===== src/rtl/uart_pkg.sv =====
// Shared definitions for the UART transmit path: arbiter and serializer
// state encodings, byte width, and a small index helper.
package uart_pkg;

  localparam int DATA_W = 8;

  typedef enum logic [0:0] {
    IDLE = 1'b0,
    XFER = 1'b1
  } arb_state_t;

  typedef enum logic [1:0] {
    TX_IDLE  = 2'd0,
    TX_START = 2'd1,
    TX_DATA  = 2'd2,
    TX_STOP  = 2'd3
  } state_t;

  // (base + off) mod n, for base < n and off <= n; avoids a general divider.
  function automatic int unsigned wrap_idx(input int unsigned base,
                                           input int unsigned off,
                                           input int unsigned n);
    int unsigned s;
    s = base + off;
    if (s >= n) s = s - n;
    return s;
  endfunction

endpackage


===== src/rtl/uart_tx_arbiter_if.sv =====
// Requester-side byte streams and the serializer-side byte stream that the
// arbiter sits between. The arbiter uses the slave view; the requesters and
// serializer environment use the master view.
interface uart_tx_arbiter_if #(
  parameter int NUM_REQ = 4
);
  import uart_pkg::*;

  logic [NUM_REQ-1:0]        req_valid;
  logic [NUM_REQ*DATA_W-1:0] req_data;
  logic [NUM_REQ-1:0]        req_last;
  logic [NUM_REQ-1:0]        req_ready;

  logic                      ser_valid;
  logic [DATA_W-1:0]         ser_data;
  logic                      ser_last;
  logic                      ser_ready;

  modport slave (
    input  req_valid, req_data, req_last, ser_ready,
    output req_ready, ser_valid, ser_data, ser_last
  );

  modport master (
    output req_valid, req_data, req_last, ser_ready,
    input  req_ready, ser_valid, ser_data, ser_last
  );

endinterface


===== src/rtl/uart_tx_arbiter_rr_pick.sv =====
// Combinational round-robin selector: returns the first eligible index
// strictly after last_i (wrapping), with last_i itself lowest priority.
module rr_pick
  import uart_pkg::*;
#(
  parameter int N  = 4,
  parameter int IW = $clog2(N)
) (
  input  logic [N-1:0]  elig_i,
  input  logic [IW-1:0] last_i,
  output logic          any_o,
  output logic [IW-1:0] pick_o
);

  assign any_o = |elig_i;

  // Scan farthest-to-nearest so the nearest eligible index after last_i wins.
  always_comb begin : scan
    int unsigned j;
    j      = 0;
    pick_o = '0;
    for (int k = N; k >= 1; k--) begin
      j = wrap_idx(32'(last_i), k, N);
      if (elig_i[j[IW-1:0]]) pick_o = j[IW-1:0];
    end
  end

endmodule


===== src/rtl/uart_tx_arbiter.sv =====
// Round-robin arbiter sharing one byte-wide UART transmit path among
// NUM_REQ packet requesters, with a mid-packet stall watchdog.
module uart_tx_arbiter
  import uart_pkg::*;
#(
  parameter  int NUM_REQ   = 4,
  parameter  int STALL_MAX = 1024,
  localparam int IDW       = $clog2(NUM_REQ)
) (
  input  logic                 clk,
  input  logic                 rst_n,
  uart_tx_arbiter_if.slave     bus,
  input  logic [NUM_REQ-1:0]   cfg_enable,
  output logic                 busy,
  output logic [IDW-1:0]       grant_id,
  output logic                 err_abort,
  output logic [IDW-1:0]       err_id
);

  localparam logic [0:0] S_IDLE = IDLE;
  localparam logic [0:0] S_XFER = XFER;

  localparam int            SW         = (STALL_MAX > 1) ? $clog2(STALL_MAX) : 1;
  localparam logic [SW-1:0] STALL_LAST = SW'(STALL_MAX - 1);

  logic [0:0]         state_q,     state_d;
  logic [IDW-1:0]     grant_q,     grant_d;
  logic [IDW-1:0]     last_q,      last_d;
  logic [SW-1:0]      stall_q,     stall_d;
  logic               err_abort_q, err_abort_d;
  logic [IDW-1:0]     err_id_q,    err_id_d;

  logic [NUM_REQ-1:0] elig;
  logic               any_elig;
  logic [IDW-1:0]     pick;

  logic               in_xfer;
  logic               g_valid;
  logic               g_last;
  logic [DATA_W-1:0]  g_data;
  logic               hs;
  logic               done;
  logic               abort;

  // Only enabled requesters that currently present a byte can win.
  assign elig = bus.req_valid & cfg_enable;

  rr_pick #(
    .N  (NUM_REQ),
    .IW (IDW)
  ) u_pick (
    .elig_i (elig),
    .last_i (last_q),
    .any_o  (any_elig),
    .pick_o (pick)
  );

  assign in_xfer = (state_q == S_XFER);
  assign g_valid = bus.req_valid[grant_q];
  assign g_last  = bus.req_last[grant_q];
  assign g_data  = bus.req_data[grant_q*DATA_W +: DATA_W];

  // A handshake needs the serializer ready; backpressure alone never stalls.
  assign hs    = in_xfer & g_valid & bus.ser_ready;
  assign done  = hs & g_last;
  assign abort = in_xfer & ~g_valid & (stall_q == STALL_LAST);

  assign busy      = in_xfer;
  assign grant_id  = grant_q;
  assign err_abort = err_abort_q;
  assign err_id    = err_id_q;

  // Zero-latency pass-through of the granted stream; everything idles low otherwise.
  always_comb begin
    bus.ser_valid = 1'b0;
    bus.ser_data  = '0;
    bus.ser_last  = 1'b0;
    bus.req_ready = '0;
    if (in_xfer) begin
      bus.ser_valid          = g_valid;
      bus.ser_data           = g_data;
      bus.ser_last           = g_last;
      bus.req_ready[grant_q] = bus.ser_ready;
    end
  end

  // Grant/release decisions, stall counting and abort reporting.
  always_comb begin
    state_d     = state_q;
    grant_d     = grant_q;
    last_d      = last_q;
    stall_d     = stall_q;
    err_abort_d = 1'b0;
    err_id_d    = err_id_q;
    case (state_q)
      S_IDLE: begin
        stall_d = '0;
        if (any_elig) begin
          grant_d = pick;
          state_d = S_XFER;
        end
      end
      default: begin
        if (g_valid) begin
          stall_d = '0;
        end else if (!abort) begin
          stall_d = stall_q + 1'b1;
        end
        if (done || abort) begin
          state_d = S_IDLE;
          last_d  = grant_q;
        end
        if (abort) begin
          err_abort_d = 1'b1;
          err_id_d    = grant_q;
          stall_d     = '0;
        end
      end
    endcase
  end

  // State registers; last grant resets to the top index so requester 0 goes first.
  always_ff @(posedge clk) begin
    if (!rst_n) begin
      state_q     <= S_IDLE;
      grant_q     <= '0;
      last_q      <= IDW'(NUM_REQ - 1);
      stall_q     <= '0;
      err_abort_q <= 1'b0;
      err_id_q    <= '0;
    end else begin
      state_q     <= state_d;
      grant_q     <= grant_d;
      last_q      <= last_d;
      stall_q     <= stall_d;
      err_abort_q <= err_abort_d;
      err_id_q    <= err_id_d;
    end
  end

endmodule


===== src/flat_wrapper.sv =====
// flat-port wrapper written by rule: the top's interface ports become plain ports
module uart_tx_arbiter_flat import uart_pkg::*;
#(
  parameter  int NUM_REQ   = 4,
  parameter  int STALL_MAX = 1024,
  localparam int IDW       = $clog2(NUM_REQ)
)
  (clk, rst_n, cfg_enable, busy, grant_id, err_abort, err_id, bus_req_valid, bus_req_data, bus_req_last, bus_ser_ready, bus_req_ready, bus_ser_valid, bus_ser_data, bus_ser_last);
  uart_tx_arbiter_if #(.NUM_REQ(NUM_REQ)) bus_i ();
  input  logic clk;
  input  logic rst_n;
  input  logic [NUM_REQ-1:0] cfg_enable;
  output logic busy;
  output logic [IDW-1:0] grant_id;
  output logic err_abort;
  output logic [IDW-1:0] err_id;
  input wire logic [$bits(bus_i.req_valid)-1:0] bus_req_valid;
  input wire logic [$bits(bus_i.req_data)-1:0] bus_req_data;
  input wire logic [$bits(bus_i.req_last)-1:0] bus_req_last;
  input wire logic [$bits(bus_i.ser_ready)-1:0] bus_ser_ready;
  output wire logic [$bits(bus_i.req_ready)-1:0] bus_req_ready;
  output wire logic [$bits(bus_i.ser_valid)-1:0] bus_ser_valid;
  output wire logic [$bits(bus_i.ser_data)-1:0] bus_ser_data;
  output wire logic [$bits(bus_i.ser_last)-1:0] bus_ser_last;
  assign bus_i.req_valid = bus_req_valid;
  assign bus_i.req_data = bus_req_data;
  assign bus_i.req_last = bus_req_last;
  assign bus_i.ser_ready = bus_ser_ready;
  assign bus_req_ready = bus_i.req_ready;
  assign bus_ser_valid = bus_i.ser_valid;
  assign bus_ser_data = bus_i.ser_data;
  assign bus_ser_last = bus_i.ser_last;
  uart_tx_arbiter #(.NUM_REQ(NUM_REQ), .STALL_MAX(STALL_MAX)) u_core (.clk(clk), .rst_n(rst_n), .bus(bus_i), .cfg_enable(cfg_enable), .busy(busy), .grant_id(grant_id), .err_abort(err_abort), .err_id(err_id));
endmodule

===== config.mk =====
export PLATFORM = sky130hd
export DESIGN_NAME = uart_tx_arbiter_flat
export DESIGN_NICKNAME = d
export VERILOG_FILES = /design/src/rtl/uart_pkg.sv /design/src/rtl/uart_tx_arbiter_if.sv /design/src/rtl/uart_tx_arbiter_rr_pick.sv /design/src/rtl/uart_tx_arbiter.sv /design/src/flat_wrapper.sv
export SDC_FILE = /design/constraint.sdc
export NUM_CORES = 1
export LEC_CHECK = 0
export ABC_AREA = 1
export CAP_MARGIN = 20
export CORE_ASPECT_RATIO = 1.5
export CORE_MARGIN = 5
export CORE_UTILIZATION = 35
export CTS_BUF_LIST = sky130_fd_sc_hd__clkbuf_4
export CTS_CLUSTER_DIAMETER = 120
export DETAILED_ROUTE_END_ITERATION = 10
export PLACE_DENSITY = 0.74
export SLEW_MARGIN = 20
export SYNTH_ARGS = -nofsm -noshare
export SYNTH_HDL_FRONTEND = slang
export SYNTH_SLANG_ARGS = --single-unit

===== constraint.sdc =====
create_clock -name clk -period 1.4 [get_ports clk]
set_input_delay 0.21 -clock clk [delete_from_list [all_inputs] [get_ports clk]]
set_output_delay 0.21 -clock clk [all_outputs]
set_load 0.02 [all_outputs]

Word-level counts from Yosys, hierarchy flattened

Cells that the tools add are included.

RAM bits: 0
Memory bits (read-only): 0
Bits in latches: 0
Memories kept: 0
Register bits after elaboration: 18
Logic and storage cells: 75
Output and inout bits: 20

Shift operators: 1
Multiply operators: 0
Reductions and logical operators: 8
Bitwise operators: 10
Mux-type cells: 30
$add $sub $neg: 9
Div/mod/pow operators: 0
$lt $le $gt $ge: 10
Eq/ne operators: 1

Operators by type and width:

| cell                                                              | number |
|---|---|
| indexed part select 32 x 6 -> 8 bit                               | 1 |
| 2-to-1 mux 2 bit                                                  | 8 |
| < comparator 2 x 3 -> 1 bit, second input constant                | 5 |
| 2-to-1 mux 1 bit                                                  | 13 |
| binary-select mux 1 bit (select 2 bit)                            | 6 |
| adder 10 x 1 -> 10 bit, second input constant                     | 1 |
| equality test 10 bit, second input constant                       | 1 |
| greater-or-equal comparator 3 bit, second input constant          | 3 |
| bitwise AND 4 bit                                                 | 2 |
| 2-to-1 mux 8 bit                                                  | 1 |
| AND reduction 2 bit                                               | 4 |
| OR reduction 4 bit                                                | 2 |
| subtractor 2 x 1 -> 2 bit, second input constant                  | 4 |
| adder 2 x 2 -> 3 bit, second input constant                       | 2 |
| bitwise AND 1 bit                                                 | 5 |
| adder 2 x 3 -> 4 bit, second input constant                       | 1 |
| greater-or-equal comparator 4 x 3 -> 1 bit, second input constant | 1 |
| 2-to-1 mux 4 bit                                                  | 1 |
| adder 2 x 1 -> 3 bit, second input constant                       | 1 |
| NOT 1 bit                                                         | 3 |
| demux 1 bit (select 2 bit)                                        | 1 |
| greater-or-equal comparator 2 x 1 -> 1 bit, second input constant | 1 |
| logical AND 1 bit                                                 | 1 |
| logical OR 1 bit                                                  | 1 |

Logic depth before layout (Yosys ltp)

Gate-level depths: netlist of run 1.

Depth in word-level cells: 9
Depth in mapped cells: 12
Gate-level depth less buffers: 11

Cells and area by module

Synthesis of run 1 repeated with hierarchy kept, for this count alone.

Cell total of the unflattened synthesis: 230
Area total of the unflattened synthesis: 1472.7 µm²

By module, submodules not included:

| module          | cells an instance | area each (µm²) | times used |
|---|---|---|---|
| uart_tx_arbiter | 179               | 1206.2          | 1 |
| rr_pick         | 51                | 266.5           | 1 |

Worst setup path before layout of run 1

Ideal clock, no wire load.

Path type: register -> output
From: register u_core.state_q (netlist: u_core.busy)
To: output bus_ser_data[0]
Setup slack: -0.130 ns
Buffers on the path: 1
Data arrival time: 1.320 ns
Stages on the path, launching flop included: 4
Path through: dfxtp_1 -> inv_1 -> buf_2 -> a21oi_1

Longest elaborated chain between the ends: 1

RTL lines:

| what                   | RTL line               | source |
|---|---|---|
| start, declared        | uart_tx_arbiter.sv:26  | `logic [0:0] state_q, state_d;` |
| start signal, assigned | uart_tx_arbiter.sv:132 | `state_q <= state_d;` |
| 2-to-1 mux 8 bit       | uart_tx_arbiter.sv:79  | `if (in_xfer) begin` |
| end, declared          | flat_wrapper.sv:23     | `output wire logic [$bits(bus_i.ser_data)-1:0] bus_ser_data;` |

No other way between the ends.

Worst setup path in the final report of run 1

From: register u_core.grant_q[1] (netlist: u_core.grant_id[1])
To: output bus_ser_data[2]

Longest elaborated chain between the ends: 2

RTL lines:

| what                                | RTL line               | source |
|---|---|---|
| start, declared                     | uart_tx_arbiter.sv:27  | `logic [IDW-1:0] grant_q, grant_d;` |
| start signal, assigned              | uart_tx_arbiter.sv:133 | `grant_q <= grant_d;` |
| indexed part select 32 x 6 -> 8 bit | uart_tx_arbiter.sv:61  | `assign g_data = bus.req_data[grant_q*DATA_W +: DATA_W];` |
| 2-to-1 mux 8 bit                    | uart_tx_arbiter.sv:79  |  |

No other way between the ends.

==> results of run 1 <==
stage by stage:
| step | setup WS, ps | hold WS, ps |
|---|---|---|
| final | -164 | 477 |
| after detailed placement | -460 | 470 |
| after floorplan | -44.4 | 418 |
| after CTS | -200 | 482 |
| after global routing | -246 | 512 |
| after global placement | -449 | 461 |
power by group:
group | internal [W] | switching [W]
combinational | 0.000394 | 0.000381
clock | 0.000100 | 0.000149
sequential | 0.000527 | 0.0000272
registers in the layout, indices dropped and copies added, names as in the netlist:
| name | cells |
|---|---|
| u_core.last_q | 2 |
| u_core.grant_id | 2 |
| u_core.busy | 1 |
| u_core.err_abort | 1 |
| u_core.err_id | 2 |
| u_core.stall_q | 10 |
critical path, stage by stage (launching register included):
cell	delay [ps]
sky130_fd_sc_hd__dfxtp_4	420
sky130_fd_sc_hd__nor2_4	60
sky130_fd_sc_hd__buf_12	140
sky130_fd_sc_hd__a22oi_1	210
sky130_fd_sc_hd__a21oi_2	80
sky130_fd_sc_hd__buf_2	160
routing by layer:
metal | wire, µm | vias up | GRT usage [%]
met5 | 0 | - | 0
li1 | - | 842 | -
met4 | 78 | 0 | 6.90
met1 | 1420 | 734 | 15.7
met2 | 2230 | 61 | 32.7
met3 | 390 | 7 | 4.62
final cells by class:
cell class,count,area (µm²)
clock buffer,3,22.5
inverter,21,101
sequential,18,375
timing repair buffer,95,880
tap,45,56.3
fill,336,1420
multi-input combinational,153,1030
cell families (layout without fill, tap and decap cells):
group / count (synthesis) / in the layout / synth area share (%)
AOI/OAI and AO/OA: 33 / 33 / 15.2
xor gates and xnor gates: 6 / 6 / 3.83
adders and majority gates: 1 / 1 / 0.911
buffers and inverters: 26 / 119 / 8.93
DFF: 18 / 18 / 26.3
and+or+nand+nor: 112 / 113 / 44.9
cells in the final DEF (no fill, tap or decap), types with 4 or more instances in the layout:
cell type | netlist | layout
sky130_fd_sc_hd__a21oi_1 | 14 | 4
sky130_fd_sc_hd__a21oi_2 | 1 | 11
sky130_fd_sc_hd__a22oi_1 | 16 | 10
sky130_fd_sc_hd__a22oi_2 | 0 | 6
sky130_fd_sc_hd__buf_2 | 2 | 4
sky130_fd_sc_hd__buf_4 | 0 | 31
sky130_fd_sc_hd__buf_6 | 2 | 6
sky130_fd_sc_hd__clkdlybuf4s50_1 | 0 | 43
sky130_fd_sc_hd__dfxtp_1 | 18 | 12
sky130_fd_sc_hd__dlygate4sd2_1 | 0 | 4
sky130_fd_sc_hd__inv_1 | 16 | 15
sky130_fd_sc_hd__nand2_1 | 53 | 47
sky130_fd_sc_hd__nand2_2 | 2 | 8
sky130_fd_sc_hd__nand2_4 | 7 | 7
sky130_fd_sc_hd__nand3_1 | 18 | 15
sky130_fd_sc_hd__nor2_1 | 17 | 14
sky130_fd_sc_hd__nor2_2 | 1 | 4
sky130_fd_sc_hd__xor2_1 | 6 | 6
what timing repair did:
item,CTS,global route
gates cloned,1,0
resized for setup,98,25
setup buffers,3,0
pin swaps,9,3
endpoints found under the setup margin,37,33
worst min path at each step:
stage                                 start           endpoint  slack [ps]
after floorplan           u_core.stall_q[0]  u_core.stall_q[0]         420
after global placement     u_core.err_id[1]   u_core.err_id[1]         460
after detailed placement   u_core.err_id[0]   u_core.err_id[0]         470
after CTS                  u_core.err_id[0]   u_core.err_id[0]         480
after global routing       u_core.err_id[1]   u_core.err_id[1]         510
final                      u_core.err_id[1]   u_core.err_id[1]         480
==> impl_metrics.sql, run 1 <==
INSERT INTO impl_metrics (metric_group, metric, value, unit) VALUES
('synthesis', 'synth_commonest_cells', 'sky130_fd_sc_hd__nand2_1 (53), sky130_fd_sc_hd__dfxtp_1 (18), sky130_fd_sc_hd__nand3_1 (18), sky130_fd_sc_hd__nor2_1 (17)', ''),
('setup_path', 'critPathLaunch', 'u_core.grant_id[1]', ''),
('detailed_routing', 'drt_iter0_markers', '48', ''),
('sta', 'timing_worst_slew_pin_value', '394', 'ps'),
('clocking', 'cts.root.buffer_cell', 'sky130_fd_sc_hd__clkbuf_4', ''),
('flow_run', 'max-cap-violations', '0', ''),
('synthesis', 'yosys_warnings', '0', ''),
('setup_path', 'endpoint', 'bus_ser_data[2]', ''),
('sta', 'relSlewSlack', '73.7', '%'),
('cells_and_area', 'final_area', '2470', 'µm²'),
('synthesis', 'mapped_nets', '244', ''),
('setup_path', 'startpoint_to_endpoint_class_of_the_critical_path', 'reg2out', ''),
('clocking', 'numClockSinks', '18', ''),
('run_status', 'failed_checks', 'setup timing', ''),
('synthesis', 'netlist_top_cells_area', 'sky130_fd_sc_hd__dfxtp_1 (26%), sky130_fd_sc_hd__nand2_1 (14%), sky130_fd_sc_hd__a22oi_1 (8.8%)', ''),
('clocking', 'cts_max_path_buffers', '2', ''),
('die', 'fp.dieH', '86.7', 'µm'),
('setup_path', 'worst-r2r-cell-count', '9', ''),
('pwr', 'max-vdd-ir-drop', '0.485', 'mV'),
('hold_path', 'hold-path-cell-count', '2', ''),
('run_status', 'status', 'complete, but fails checks', ''),
('synthesis', 'synth_largest_type_area_fraction', '26.3', '%'),
('setup_path', 'critical_path_start_type', 'flip-flop', ''),
('die', 'top_level_pins', '67', ''),
('synthesis', 'netlist_instances', '196', ''),
('grt', 'pin_count_of_the_biggest_net_entering_global_routing', '12', ''),
('setup_path', 'r2r_slack', '-80', 'ps'),
('detailed_routing', 'ant_nets', '0', ''),
('die', 'start_util', '35.3', '%'),
('detailed_routing', 'detail_route.first_pass.iterations', '4', ''),
('cells_and_area', 'final_layout_size_suffix_gt1_share', '38.3', '%'),
('clocking', 'clock_latency', '290', 'ps'),
('cells_and_area', 'layoutNonFillerInstCount', '335', ''),
('sta', 'rsz0062_at_grt', 'yes', ''),
('setup_path', 'timing.critical_path.arrival', '1350', 'ps'),
('sta', 'hold_violations', '0', ''),
('pwr', 'p_total', '0.00158', 'W'),
('synthesis', 'unique_masters_post_synth', '27', ''),
('cells_and_area', 'num-nets-final', '340', ''),
('cells_and_area', 'finalCoreUtilization', '63.4', '%'),
('pwr', 'p_leak', '1.11', 'nW'),
('synthesis', 'post_synth.cell_area_avg', '7.00', 'µm²'),
('die', 'fp-row-count', '28', ''),
('sta', 'final.min_clock_period', '1560', 'ps'),
('die', 'die_w', '61.1', 'µm'),
('clocking', 'cts.hold.buffers_added', '0', ''),
('sta', 'finalSetupViolations', '25', ''),
('setup_path', 'crit_required', '1190', 'ps'),
('synthesis', 'synth_sequential_area_ratio', '26.3', '%'),
('clocking', 'htree_levels', '1', ''),
('clocking', 'clk_pin_slew', '90', 'ps'),
('place', 'post_dp_cell_area', '2310', 'µm²'),
('sta', 'fin_worst_skew', '5.98', 'ps'),
('synthesis', 'mappedNetlistArea', '1370', 'µm²'),
('sta', 'setup_ws', '-164', 'ps'),
('place', 'detailed_placement_hpwl', '3.30', 'mm'),
('detailed_routing', 'detail_route.wl_per_cell', '12.3', 'µm'),
('grt', 'antenna_violations_before_repair', '0', ''),
('pwr', 'power_density_normalized_to_cell_area', '640', 'nW/µm²'),
('sta', 'timing.fmax', '640', 'MHz'),
('die', 'core_area', '3890', 'µm²'),
('die', 'design.die.area', '5300', 'µm²'),
('grt', 'track_usage', '16.9', '%'),
('place', 'gpl.final_weighted_congestion', '0.854', ''),
('clocking', 'number_of_buffers_created_by_cts', '3', ''),
('sta', 'setup-tns-final', '-2020', 'ps'),
('grt', 'globalRouteOverflowTotal', '0', ''),
('synthesis', 'synth_ff_type', 'sky130_fd_sc_hd__dfxtp_1', ''),
('detailed_routing', 'drcViolationCount', '0', ''),
('detailed_routing', 'route.detailed.vias_per_inst', '4.91', ''),
('cells_and_area', 'diodes', '0', '');
No activity file was read; power rests on OpenSTA's default activity.
==> run 2, diff against run 1 <==
PLACE_DENSITY = 0.71   (was 0.74)
clock period = 1.96 ns   (was 1.4 ns; I/O delays follow)
==> impl_metrics.sql, run 2 (synthesis results as in run 1) <==
INSERT INTO impl_metrics (metric_group, metric, value, unit) VALUES
('run_status', 'status', 'finished clean', ''),
('setup_path', 'crit_required', '1670', 'ps'),
('hold_path', 'worstHoldStart', 'u_core.stall_q[0]', ''),
('grt', 'globalRouteOverflowTotal', '0', ''),
('sta', 'hold_violations', '0', ''),
('sta', 'setup_ws', '95.2', 'ps'),
('cells_and_area', 'filler_cell_count', '368', ''),
('setup_path', 'startpoint_to_endpoint_class_of_the_critical_path', 'reg2out', ''),
('cells_and_area', 'sequential_standard_cell_area', '368', 'µm²'),
('cells_and_area', 'largest_register_ffs', '10', ''),
('grt', 'grt_pass1_wl', '6.40', 'mm'),
('sta', 'finalSetupViolations', '0', ''),
('die', 'core_area', '3890', 'µm²'),
('sta', 'final.min_clock_period', '1860', 'ps'),
('die', 'die_w', '61.1', 'µm'),
('sta', 'setup-tns-final', '0', 'ps'),
('sta', 'relSlewSlack', '74.0', '%'),
('die', 'top_level_pins', '67', ''),
('clocking', 'clk_pin_slew', '100', 'ps'),
('cells_and_area', 'final_cell_mix', 'sky130_fd_sc_hd__nand2_1 (53), sky130_fd_sc_hd__clkdlybuf4s50_1 (52), sky130_fd_sc_hd__nand3_1 (18)', ''),
('detailed_routing', 'wl', '3.79', 'mm'),
('grt', 'antenna_violations_before_repair', '0', ''),
('setup_path', 'critical_path_start_type', 'flip-flop', ''),
('setup_path', 'r2r_slack', '390', 'ps'),
('grt', 'track_usage', '15.3', '%'),
('sta', 'fin_worst_skew', '7.95', 'ps'),
('place', 'gpl.final_weighted_congestion', '0.910', ''),
('flow_run', 'max-cap-violations', '0', ''),
('cells_and_area', 'diodes', '0', ''),
('sta', 'final.hold.worst_slack', '457', 'ps'),
('cells_and_area', 'synth_to_layout_area_growth', '58.6', '%'),
('detailed_routing', 'ant_nets', '0', ''),
('detailed_routing', 'drt_iter0_markers', '29', ''),
('clocking', 'htree_levels', '1', ''),
('place', 'detailedPlace.worstSlack', '-83.3', 'ps'),
('clocking', 'cts_max_path_buffers', '2', ''),
('place', 'detailed_placement_hpwl', '3.34', 'mm'),
('die', 'design.die.area', '5300', 'µm²'),
('die', 'fp.dieH', '86.7', 'µm'),
('setup_path', 'worstReg2RegStart', 'u_core.stall_q[0]', ''),
('cells_and_area', 'finalCoreUtilization', '56.0', '%'),
('clocking', 'cts_setup_buffers', '0', ''),
('clocking', 'numClockSinks', '18', ''),
('detailed_routing', 'route.detailed.vias_per_inst', '4.87', ''),
('cells_and_area', 'layout_commonest_cell', 'sky130_fd_sc_hd__nand2_1', ''),
('cells_and_area', 'largest_register', 'u_core.stall_q', ''),
('sta', 'timing.fmax', '536', 'MHz'),
('pwr', 'power_density_normalized_to_cell_area', '474', 'nW/µm²'),
('sta', 'timing.final.max_slew_violations', '0', ''),
('die', 'start_util', '35.3', '%'),
('clocking', 'number_of_buffers_created_by_cts', '3', ''),
('setup_path', 'reg2reg_end', 'u_core.stall_q[9]', ''),
('clocking', 'cts.root.buffer_cell', 'sky130_fd_sc_hd__clkbuf_4', ''),
('pwr', 'p_total', '0.00103', 'W'),
('setup_path', 'critPathCaptureType', 'output port', ''),
('pwr', 'max-vdd-ir-drop', '0.433', 'mV'),
('hold_path', 'worst_hold_path_type', 'reg2reg', ''),
('sta', 'timing_worst_slew_pin_value', '390', 'ps'),
('hold_path', 'hold-path-cell-count', '1', ''),
('setup_path', 'timing.critical_path.arrival', '1570', 'ps'),
('detailed_routing', 'detail_route.first_pass.iterations', '4', ''),
('grt', 'first_global_vias', '1625', ''),
('setup_path', 'critPathMaxFanout', '6', ''),
('die', 'fp-row-count', '28', ''),
('hold_path', 'hold_end', 'u_core.stall_q[0]', ''),
('detailed_routing', 'route.vias.total', '1558', ''),
('cells_and_area', 'final_layout_size_suffix_gt1_share', '17.5', '%'),
('place', 'numPortBuffers', '66', ''),
('detailed_routing', 'detail_route.wl_per_cell', '11.9', 'µm'),
('cells_and_area', 'multi_input_area', '893', 'µm²'),
('clocking', 'clock_latency', '290', 'ps'),
('clocking', 'tritoncts', 'done', ''),
('sta', 'post-route-period-util', '95.1', '%'),
('clocking', 'cts.hold.buffers_added', '0', ''),
('setup_path', 'worst-r2r-cell-count', '8', ''),
('cells_and_area', 'num-nets-final', '324', ''),
('grt', 'pin_count_of_the_biggest_net_entering_global_routing', '12', ''),
('sta', 'rsz0062_at_grt', 'no', ''),
('pwr', 'p_leak', '0.973', 'nW'),
('detailed_routing', 'drcViolationCount', '0', '');
-- run 2: routing by layer --
| layer | GRT usage [%] | part of all wire [%] | vias to the layer above |
|---|---|---|---|
| met3 | 5.22 | 9.6 | 10 |
| met4 | 6.31 | 2.3 | 0 |
| met1 | 15.2 | 37 | 677 |
| met5 | 0 | 0 | - |
| met2 | 27.8 | 51 | 67 |
| li1 | - | - | 804 |
-- run 2: worst max path at each step --
stage               slack (ps)          startpoint               end  cells after the start
floorplan                  350         u_core.busy   bus_ser_data[0]                      3
global placement           -70    bus_req_valid[2]     bus_ser_valid                      6
detailed placement         -80    bus_req_valid[1]     bus_ser_valid                      6
CTS                          2       bus_ser_ready  bus_req_ready[1]                      4
global route                20  u_core.grant_id[0]   bus_ser_data[2]                      5
finish                     100  u_core.grant_id[0]   bus_ser_data[7]                      5
-- run 2: layout make-up --
class / count / share of cell area [%]
clock buffers: 3 / 1.03
clock inverters: 1 / 0.172
inverters: 21 / 3.97
multi-input cells: 152 / 41.0
flip-flops and latches: 18 / 16.9
well taps: 45 / 2.59
repair buffers: 80 / 34.3
-- run 2: per-stage QoR --
step / cell area (µm²) / cells
6_report: 2180 / 320
5_1_grt: 2180 / 320
4_1_cts: 2180 / 320
3_5_place_dp: 2160 / 316
3_3_place_gp: 2160 / 316
2_1_floorplan: 1370 / 196
-- run 2: worst max-delay path, stage by stage (launching register included) --
cell	delay (ps)
sky130_fd_sc_hd__dfxtp_4	430
sky130_fd_sc_hd__nor2_4	60
sky130_fd_sc_hd__buf_4	150
sky130_fd_sc_hd__a22oi_1	210
sky130_fd_sc_hd__a21oi_1	100
sky130_fd_sc_hd__dlygate4sd2_1	340
-- run 2: report_power, final --
part	leakage [nW]	total (W)	internal, W	switching (W)
sequential	0.147	0.000395	0.000376	0.0000191
clock	0.0154	0.000181	0.0000739	0.000107
combinational	0.811	0.000455	0.000225	0.000230
total	0.973	0.00103	0.000675	0.000356
-- run 2: timing repair --
action | in CTS | in global routing
setup endpoints to repair | 15 | 5
gates resized for setup | 17 | 8
endpoints found under the hold margin | 0 | 0
==> run 3, diff against run 2 <==
CAP_MARGIN = unset   (was 20)
PLACE_DENSITY = 0.69   (was 0.71)
SYNTH_HIERARCHICAL = 1   (was unset)
==> impl_metrics.sql, run 3 <==
INSERT INTO impl_metrics (metric_group, metric, value, unit) VALUES
('grt', 'track_usage', '15.1', '%'),
('sta', 'rsz0062_at_grt', 'yes', ''),
('clocking', 'cts_setup_buffers', '0', ''),
('die', 'core_area', '4170', 'µm²'),
('die', 'fp-row-count', '29', ''),
('detailed_routing', 'route.detailed.vias_per_inst', '4.83', ''),
('grt', 'grt_pass1_wl', '6.99', 'mm'),
('cells_and_area', 'final_area', '2240', 'µm²'),
('place', 'numPortBuffers', '66', ''),
('setup_path', 'startpoint_to_endpoint_class_of_the_critical_path', 'reg2out', ''),
('setup_path', 'critical_path_start_type', 'flip-flop', ''),
('grt', 'antenna_violations_before_repair', '0', ''),
('cells_and_area', 'layout_commonest_cell', 'sky130_fd_sc_hd__nand2_1', ''),
('setup_path', 'crit_required', '1670', 'ps'),
('cells_and_area', 'num-nets-final', '351', ''),
('sta', 'hold_violations', '0', ''),
('synthesis', 'yosys.cell_count.top_type', 'sky130_fd_sc_hd__nand2_1', ''),
('pwr', 'max-vdd-ir-drop', '0.444', 'mV'),
('pwr', 'p_leak', '0.990', 'nW'),
('cells_and_area', 'finalCoreUtilization', '53.6', '%'),
('die', 'start_util', '35.3', '%'),
('sta', 'setup_ws', '92.4', 'ps'),
('clocking', 'number_of_buffers_created_by_cts', '3', ''),
('grt', 'pin_count_of_the_biggest_net_entering_global_routing', '28', ''),
('detailed_routing', 'route.vias.total', '1680', ''),
('clocking', 'clk_pin_slew', '100', 'ps'),
('cells_and_area', 'multi_input_area', '932', 'µm²'),
('setup_path', 'critPathCaptureType', 'output port', ''),
('clocking', 'cts.root.buffer_cell', 'sky130_fd_sc_hd__clkbuf_4', ''),
('sta', 'setup-tns-final', '0', 'ps'),
('synthesis', 'yosys_warnings', '6', ''),
('clocking', 'tritoncts', 'done', ''),
('sta', 'timing.final.max_slew_violations', '0', ''),
('detailed_routing', 'detail_route.wl_per_cell', '12.2', 'µm'),
('cells_and_area', 'largest_register_ffs', '10', ''),
('cells_and_area', 'sequential_standard_cell_area', '360', 'µm²'),
('detailed_routing', 'drcViolationCount', '0', ''),
('detailed_routing', 'detail_route.first_pass.iterations', '4', ''),
('synthesis', 'mapped_nets', '278', ''),
('clocking', 'cts_max_path_buffers', '2', ''),
('cells_and_area', 'largest_register', 'u_core/stall_q', ''),
('setup_path', 'timing.critical_path.arrival', '1570', 'ps'),
('detailed_routing', 'wl', '4.24', 'mm'),
('synthesis', 'post_synth.cell_area_avg', '6.40', 'µm²'),
('synthesis', 'synth_commonest_cells', 'sky130_fd_sc_hd__nand2_1 (62), sky130_fd_sc_hd__nand3_1 (37), sky130_fd_sc_hd__nor2_1 (22), sky130_fd_sc_hd__inv_1 (21), sky130_fd_sc_hd__dfxtp_1 (18)', ''),
('synthesis', 'asr_flop_ratio_synth', '0', '%'),
('grt', 'globalRouteOverflowTotal', '0', ''),
('die', 'design.die.area', '5630', 'µm²'),
('die', 'die_w', '63.0', 'µm'),
('cells_and_area', 'final_layout_size_suffix_gt1_share', '16.9', '%'),
('run_status', 'status', 'finished clean', ''),
('cells_and_area', 'final_cell_mix', 'sky130_fd_sc_hd__nand2_1 (62), sky130_fd_sc_hd__clkdlybuf4s50_1 (52), sky130_fd_sc_hd__nand3_1 (37)', ''),
('flow_run', 'max-cap-violations', '0', ''),
('sta', 'timing_worst_slew_pin_value', '510', 'ps'),
('pwr', 'power_density_normalized_to_cell_area', '502', 'nW/µm²'),
('place', 'detailedPlace.worstSlack', '-48.7', 'ps'),
('die', 'fp.dieH', '89.4', 'µm'),
('sta', 'relSlewSlack', '65.9', '%'),
('detailed_routing', 'drt_iter0_markers', '52', ''),
('synthesis', 'synth_sequential_area_ratio', '24.5', '%'),
('synthesis', 'synth_ff_type', 'sky130_fd_sc_hd__dfxtp_1', ''),
('synthesis', 'netlist_top_cells_area', 'sky130_fd_sc_hd__dfxtp_1 (24%), sky130_fd_sc_hd__nand2_1 (16%), sky130_fd_sc_hd__nand3_1 (13%)', ''),
('cells_and_area', 'filler_cell_count', '427', ''),
('clocking', 'cts.hold.buffers_added', '0', ''),
('synthesis', 'netlist_instances', '230', ''),
('sta', 'fin_worst_skew', '0.969', 'ps'),
('grt', 'first_global_vias', '1581', ''),
('place', 'detailed_placement_hpwl', '3.44', 'mm'),
('place', 'post_dp_cell_area', '2250', 'µm²'),
('cells_and_area', 'diodes', '0', ''),
('die', 'top_level_pins', '67', ''),
('clocking', 'htree_levels', '1', ''),
('clocking', 'numClockSinks', '18', ''),
('sta', 'post-route-period-util', '95.3', '%'),
('synthesis', 'library_cell_with_the_largest_summed_area_after_synthesis', 'sky130_fd_sc_hd__dfxtp_1', ''),
('synthesis', 'synth_edf_count', '0', ''),
('detailed_routing', 'ant_nets', '0', ''),
('synthesis', 'synth_largest_type_area_fraction', '24.5', '%'),
('sta', 'timing.fmax', '535', 'MHz'),
('hold_path', 'worst_hold_path_type', 'reg2reg', ''),
('sta', 'final.min_clock_period', '1870', 'ps'),
('synthesis', 'unique_masters_post_synth', '32', ''),
('synthesis', 'mappedNetlistArea', '1470', 'µm²'),
('setup_path', 'critPathMaxFanout', '27', ''),
('sta', 'finalSetupViolations', '0', ''),
('synthesis', 'yosys_register_bits', '18', ''),
('clocking', 'clock_latency', '290', 'ps'),
('cells_and_area', 'synth_to_layout_area_growth', '52.0', '%'),
('place', 'gpl.final_weighted_congestion', '0.802', '');
[run 3: cell count changes in the layout (fill, tap and decap cells not counted), moves of 7 or more]
cell / before / now
sky130_fd_sc_hd__nand3_1: 18 / 37
sky130_fd_sc_hd__nand2_2: 2 / 9
sky130_fd_sc_hd__a21oi_1: 13 / 3
sky130_fd_sc_hd__a22oi_1: 16 / 0
sky130_fd_sc_hd__a41oi_1: 0 / 8
sky130_fd_sc_hd__nand2_1: 53 / 62
[run 3: where the power goes]
part,internal [W],switching [W],total [W]
registers,0.000377,0.0000174,0.000395
clock network,0.0000739,0.000112,0.000186
logic,0.000253,0.000290,0.000544
[run 3: cell type report]
cell class                 instances  share of cell area [%]
timing repair buffer              79                    33.5
clock inverter                     1                   0.168
sequential                        18                    16.1
tap                               46                    2.57
multi-input combinational        174                    41.6
clock buffer                       3                    1.01
inverter                          27                    4.97
[run 3: kinds of logic after synthesis]
logic type | synth area share [%]
fa+ha+maj | 0.849
compound gates | 10.8
buf+inv | 12.2
xor+xnor | 4.16
flops | 24.5
simple gates | 47.5
[run 3: timing repair]
item                                   4_1_cts  5_1_grt
setup endpoints to repair                   14       12
endpoints found under the hold margin        0        0
cloned                                       0        0
gates resized for setup                     19       21
[run 3: stage by stage]
| stage | cells | hold slack, ps | power, W |
|---|---|---|---|
| global placement | 344 | 428 | 0.000974 |
| finish | 348 | 473 | 0.00112 |
| global route | 348 | 502 | 0.00121 |
| detailed placement | 344 | 461 | 0.000975 |
| floorplan | 230 | 418 | 0.000712 |
| CTS | 348 | 479 | 0.00115 |
[run 3: worst paths after layout]
path	start	end	slack, ps	cells past startpoint
max	u_core/grant_id[0]	bus_ser_data[5]	90	5
min	u_core/stall_q[0]	u_core/stall_q[0]	470	1
max reg2reg	u_core/last_q[0]	u_core/grant_id[0]	370	11
min reg2reg	u_core/stall_q[0]	u_core/stall_q[0]	470	1
[run 3: critical path: stages, from the launching register on]
cell	delay (ps)
sky130_fd_sc_hd__dfxtp_1	350
sky130_fd_sc_hd__buf_12	180
sky130_fd_sc_hd__inv_6	130
sky130_fd_sc_hd__nand3_1	80
sky130_fd_sc_hd__a41oi_1	200
sky130_fd_sc_hd__clkdlybuf4s15_1	330
[run 3: per-layer routing]
| layer | up-vias | track usage [%] | wire (µm) |
|---|---|---|---|
| met2 | 33 | 30.1 | 2350 |
| met4 | 0 | 2.51 | 7 |
| met1 | 752 | 16.0 | 1670 |
| met3 | 2 | 3.77 | 218 |
| met5 | - | 0 | 0 |
| li1 | 893 | - | - |
